## src/rtl/gemm_ctrl.sv

```systemverilog
// gemm_ctrl: sequences one GEMM tile job (load src_buf, sweep core issue, drain dst_buf).
// Optional sticky protocol error flag is built when GEMM_CTRL_ERR_EN is defined.
module gemm_ctrl #(
  parameter int unsigned NPASS = 1
) (
  input  logic        clk,
  input  logic        reset,
  input  logic        start,
  output logic        busy,
  output logic        done,
  input  logic        s_valid,
  output logic        s_ready,
  input  logic [63:0] s_data,
  output logic        src_v,
  output logic [4:0]  src_a,
  output logic [63:0] src_d,
  output logic        exec,
  output logic [5:0]  ia,
  input  logic        result_v,
  output logic        outr,
  output logic [4:0]  oa,
  output logic        dst_v,
  output logic [3:0]  dst_a,
  input  logic [63:0] dst_d,
  output logic        m_valid,
  input  logic        m_ready,
  output logic [63:0] m_data,
  output logic        m_last,
  output logic        err,
  output logic [2:0]  dbg_state_o
);
  // Handshakes: a beat transfers in any cycle with valid & ready both high; the
  // sender holds valid and data unchanged until that cycle.
  typedef enum logic [2:0] {
    S_IDLE, S_LOAD, S_EXEC, S_WAIT, S_DR_ISSUE, S_DR_CAPT, S_DR_OUT
  } state_t;

  state_t      state_q, state_d;
  logic [4:0]  bcnt_q, bcnt_d;
  logic [5:0]  ia_q, ia_d;
  logic [3:0]  pass_q, pass_d;
  logic [5:0]  rcnt_q, rcnt_d;
  logic [3:0]  k_q, k_d;
  logic        src_v_q, src_v_d;
  logic [4:0]  src_a_q, src_a_d;
  logic [63:0] src_d_q, src_d_d;
  logic        m_valid_q, m_valid_d;
  logic [63:0] m_data_q, m_data_d;
  logic        done_q, done_d;
  logic        start_acc, s_hs, m_hs, res_ok;

  always_comb begin
    state_d   = state_q;
    bcnt_d    = bcnt_q;
    ia_d      = ia_q;
    pass_d    = pass_q;
    rcnt_d    = rcnt_q;
    k_d       = k_q;
    src_v_d   = 1'b0;
    src_a_d   = src_a_q;
    src_d_d   = src_d_q;
    m_valid_d = m_valid_q;
    m_data_d  = m_data_q;
    done_d    = 1'b0;
    dst_v     = 1'b0;
    dst_a     = 4'd0;
    s_ready   = (state_q == S_LOAD);
    s_hs      = s_valid & s_ready;
    m_hs      = m_valid_q & m_ready;
    start_acc = start & (state_q == S_IDLE);
    res_ok    = ((state_q == S_EXEC) || (state_q == S_WAIT)) && (rcnt_q < 6'd32);
    outr      = result_v & res_ok;
    if (outr) rcnt_d = rcnt_q + 6'd1;

    case (state_q)
      S_IDLE: begin
        if (start_acc) begin
          state_d = S_LOAD;
          bcnt_d  = 5'd0;
          ia_d    = 6'd0;
          pass_d  = 4'd0;
          rcnt_d  = 6'd0;
          k_d     = 4'd0;
        end
      end
      S_LOAD: begin
        if (s_hs) begin
          src_v_d = 1'b1;
          src_a_d = bcnt_q;
          src_d_d = s_data;
          bcnt_d  = bcnt_q + 5'd1;
          if (bcnt_q == 5'd31) state_d = S_EXEC;
        end
      end
      S_EXEC: begin
        ia_d = ia_q + 6'd1;
        if (ia_q == 6'd63) begin
          pass_d = pass_q + 4'd1;
          if (pass_q == 4'(NPASS - 1)) state_d = S_WAIT;
        end
      end
      S_WAIT: begin
        if (rcnt_q == 6'd32) state_d = S_DR_ISSUE;
      end
      S_DR_ISSUE: begin
        dst_v   = 1'b1;
        dst_a   = k_q;
        state_d = S_DR_CAPT;
      end
      S_DR_CAPT: begin
        dst_a     = k_q;
        m_data_d  = dst_d;
        m_valid_d = 1'b1;
        state_d   = S_DR_OUT;
      end
      S_DR_OUT: begin
        dst_a = k_q;
        if (m_hs) begin
          m_valid_d = 1'b0;
          if (k_q == 4'd15) begin
            done_d  = 1'b1;
            state_d = S_IDLE;
          end else begin
            // Next read issues alongside this handshake to keep two cycles per beat.
            dst_v   = 1'b1;
            dst_a   = k_q + 4'd1;
            k_d     = k_q + 4'd1;
            state_d = S_DR_CAPT;
          end
        end
      end
      default: state_d = S_IDLE;
    endcase
  end

  always_ff @(posedge clk or posedge reset) begin
    if (reset) begin
      state_q   <= S_IDLE;
      bcnt_q    <= 5'd0;
      ia_q      <= 6'd0;
      pass_q    <= 4'd0;
      rcnt_q    <= 6'd0;
      k_q       <= 4'd0;
      src_v_q   <= 1'b0;
      src_a_q   <= 5'd0;
      src_d_q   <= 64'd0;
      m_valid_q <= 1'b0;
      m_data_q  <= 64'd0;
      done_q    <= 1'b0;
    end else begin
      state_q   <= state_d;
      bcnt_q    <= bcnt_d;
      ia_q      <= ia_d;
      pass_q    <= pass_d;
      rcnt_q    <= rcnt_d;
      k_q       <= k_d;
      src_v_q   <= src_v_d;
      src_a_q   <= src_a_d;
      src_d_q   <= src_d_d;
      m_valid_q <= m_valid_d;
      m_data_q  <= m_data_d;
      done_q    <= done_d;
    end
  end

`ifdef GEMM_CTRL_ERR_EN
  logic err_q, err_d;

  always_comb begin
    err_d = err_q;
    if (start_acc) err_d = 1'b0;
    if (result_v && !res_ok) err_d = 1'b1;
  end

  always_ff @(posedge clk or posedge reset) begin
    if (reset) err_q <= 1'b0;
    else       err_q <= err_d;
  end

  assign err = err_q;
`else
  assign err = 1'b0;
`endif

  assign busy        = (state_q != S_IDLE);
  assign done        = done_q;
  assign src_v       = src_v_q;
  assign src_a       = src_a_q;
  assign src_d       = src_d_q;
  assign exec        = (state_q == S_EXEC);
  assign ia          = ia_q;
  assign oa          = rcnt_q[4:0];
  assign m_valid     = m_valid_q;
  assign m_data      = m_data_q;
  assign m_last      = m_valid_q & (k_q == 4'd15);
  assign dbg_state_o = state_q;
endmodule
```

## config.mk

```make
export PLATFORM = sky130hd
export DESIGN_NAME = gemm_ctrl
export DESIGN_NICKNAME = d
export VERILOG_FILES = /design/src/rtl/gemm_ctrl.sv
export SDC_FILE = /design/constraint.sdc
export NUM_CORES = 1
export LEC_CHECK = 0
export ABC_AREA = 1
export CORE_MARGIN = 2
export CORE_UTILIZATION = 35
export CTS_CLUSTER_DIAMETER = 100
export DETAILED_ROUTE_END_ITERATION = 16
export GPL_ROUTABILITY_DRIVEN = 0
export PLACE_DENSITY = 0.68
export SYNTH_ARGS = -nofsm -noshare
export SYNTH_HDL_FRONTEND = slang
export SYNTH_SLANG_ARGS = --single-unit
```

## constraint.sdc

```tcl
create_clock -name clk -period 13 [get_ports clk]
set_input_delay 1.3 -clock clk [delete_from_list [all_inputs] [get_ports clk]]
set_output_delay 1.3 -clock clk [all_outputs]
set_load 0.03 [all_outputs]
```

==> results_dict.tcl <==
set metrics [dict create \
    wl_um 18600 \
    hold_viol_final 0 \
    grt_max_degree 96 \
    area_delta_synth_final_pct 50.6 \
    ys_top_cells_by_area "dfrtp_1 (58%), nand2_1 (13%), mux2_4 (10%)" \
    synth_top_family_by_area "simple AND/OR/NAND/NOR gates" \
    vias 5590 \
    skew_ns 0.0122 \
    grt-busiest-layer "met2" \
    synth_seq_area_share_pct 57.9 \
    p_per_area_nw_per_um2 260 \
    avgSynthCellArea_sq_um 10.6 \
    fin_nets 1097 \
    reg2reg_depth 8 \
    cts_tree "done" \
    diodes 0 \
    synth_cell_types 32 \
    synth_top_area_share_pct 57.9 \
    drt-initial-drc-count 207 \
    die_h_um 146 \
    use_met1_pct 22.5 \
    endpoint_kind "output port" \
    fin_setup_tns_ns 0 \
    leakagePower_nw 5.02 \
    endpoint "dst_a[1]" \
    yosys_warnings 0 \
    initial_core_util_pct 35.4 \
    cp-startpoint "m_ready" \
    final_cell_mix "clkdlybuf4s50_1 (293), nand2_1 (248), dfrtp_1 (164)" \
    synth_top_cell_by_area "dfrtp_1" \
    row_count 52 \
    synth.cell_area_sq_um 7090 \
    min_from "src_d[51]$_DFFE_PP0P_" \
    gr-total-overflow 0 \
    cts_hold_buf 0 \
    hp-class "flop to flop" \
    use_met2_pct 28.1 \
    dr.pass1.iters 4 \
    worst_setup_path_start_kind "input pin" \
    synth_compound_area_share_pct 3.18 \
    ant_nets 0 \
    post_cts_resize_count 0 \
    synth.area.mux_share_pct 12.8 \
    route.detailed.drc 0 \
    period_needed_ns 4.43 \
    r2r-end "bcnt_q[2]$_DFFE_PP0P_" \
    rsz0062_at_grt "no" \
    place_area_sq_um 10100 \
    grt_pass1_vias 5708 \
    coreArea_sq_um 20000 \
    synthSimpleGateAreaFrac_pct 18.4 \
    die_w_um 146 \
    cts_made_buffers 17 \
    track_usage_pct 17.7 \
    layout_commonest_cell "clkdlybuf4s50_1" \
    io_pins 295 \
    fin_util_pct 53.3 \
    clock_sinks 164 \
    clk_latency_ns 0.42 \
    htree_levels 4 \
    r2r_start "dbg_state_o[0]$_DFFE_PP0P_" \
    antenna_found_initial 0 \
    drive_above_1_share_pct 12.1 \
    cp_data_arrival_time_ns 3.13 \
    finalSetupViolations 0 \
    worst_pin_slew_ns 0.884 \
    design_area_sq_um 10700 \
    vias_per_cell 4.52 \
    max_freq_mhz 226 \
    cts_root_buf "clkbuf_16" \
    slew_headroom_pct 41.1 \
    critPathMaxFanout 5 \
    synth_cells 669 \
    ctsLongestPathBuffers 2 \
    synth_xor_area_share_pct 0.494 \
    use_met3_pct 7.25 \
    ir_drop_mv 0.113 \
    clk_pin_slew_worst_paths_ns 0.06 \
    synth.net_count 811 \
    die_area_sq_um 21400 \
    grt_pass1_wl_um 30100 \
    ys_seq_elements 164 \
    status "finished clean" \
    dp_hpwl_um 13300 \
    synth_fa_ha_area_share_pct 1.41 \
    cts_setup_buffers 0 \
    critPathKind "input pin to output port" \
    drv_slew 0 \
    fin_crit_sh_pct 34.1 \
    maxCapViolCount 0 \
    wl_per_cell_um 15.0 \
    port_buffers 293 \
    r2r_slack_ns 10.52 \
    crit_required_ns 11.70 \
]
==> sequential cells by signal (all words and copies together) (netlist names) <==
name	flops
src_d	64
done	1
ia	6
m_data	64
m_valid	1
src_a	5
pass_q	4
rcnt_q	6
bcnt_q	5
k_q	4
dbg_state_o	3
src_v	1
==> report_power, final <==
part	internal (mW)	switching, mW
Combinational	0.624	0.805
Sequential	0.735	0.144
Clock	0.250	0.219
Total	1.61	1.17
==> Yosys cell counts, drive strengths merged <==
cell type / instances
nand4: 1
o22ai: 2
clkinv: 1
xnor2: 1
nor3: 1
o21ai: 32
nand2: 251
clkbuf: 1
o21bai: 1
buf: 29
conb: 1
nand3: 29
nor2: 35
a21oi: 6
dfrtp: 164
inv: 36
mux2: 64
nor4: 1
ha: 8
o31ai: 1
xor2: 3
o21a: 1
==> worst min-delay path by stage <==
stage	end	slack, ns	depth (start not counted)
after CTS	src_d[51]$_DFFE_PP0P_	0.48	2
final	src_d[51]$_DFFE_PP0P_	0.48	2
after global placement	src_d[62]$_DFFE_PP0P_	0.46	2
after floorplan	bcnt_q[4]$_DFFE_PP0P_	0.52	2
after global routing	src_d[44]$_DFFE_PP0P_	0.50	2
after detailed placement	src_d[51]$_DFFE_PP0P_	0.46	2
==> critical path, stage by stage <==
cell and delay, ns:
clkdlybuf4s50_1 0.48, nand2_1 0.11, inv_1 0.09, nand2_1 0.11, a21oi_1 0.14, o21ai_0 0.10, o21ai_0 0.09, clkdlybuf4s50_1 0.70
==> metrics by stage <==
stage | power [mW] | hold WS, ns | instances | worst slack, ns
6_report | 2.78 | 0.476 | 1238 | 8.57
5_1_grt | 2.94 | 0.499 | 1238 | 8.40
4_1_cts | 2.81 | 0.482 | 1238 | 8.58
3_5_place_dp | 2.32 | 0.464 | 1206 | 8.59
3_3_place_gp | 2.30 | 0.461 | 1206 | 8.62
2_1_floorplan | 1.73 | 0.515 | 669 | 7.27
==> cells by family after synthesis <==
group           count (synthesis)
flops                         164
buf+inv                        67
fa+ha+maj                       8
xor+xnor                        4
compound gates                 43
mux                            64
simple gates                  318
other cells                     1
==> area by class of cell <==
cell class,count,area [sq um]
Fill cell,1817,9360
Clock inverter,13,119
Sequential cell,164,4100
Timing Repair Buffer,297,2960
Clock buffer,19,433
Tap cell,270,338
Multi-Input combinational cell,438,2580
Inverter,37,144
==> routing by layer <==
metal,routed length (um),vias up
met5,0,-
met4,278,0
met3,1790,20
li1,-,2696
met2,8700,230
met1,7870,2644
Note: power is estimated with default switching activity, not from simulation.
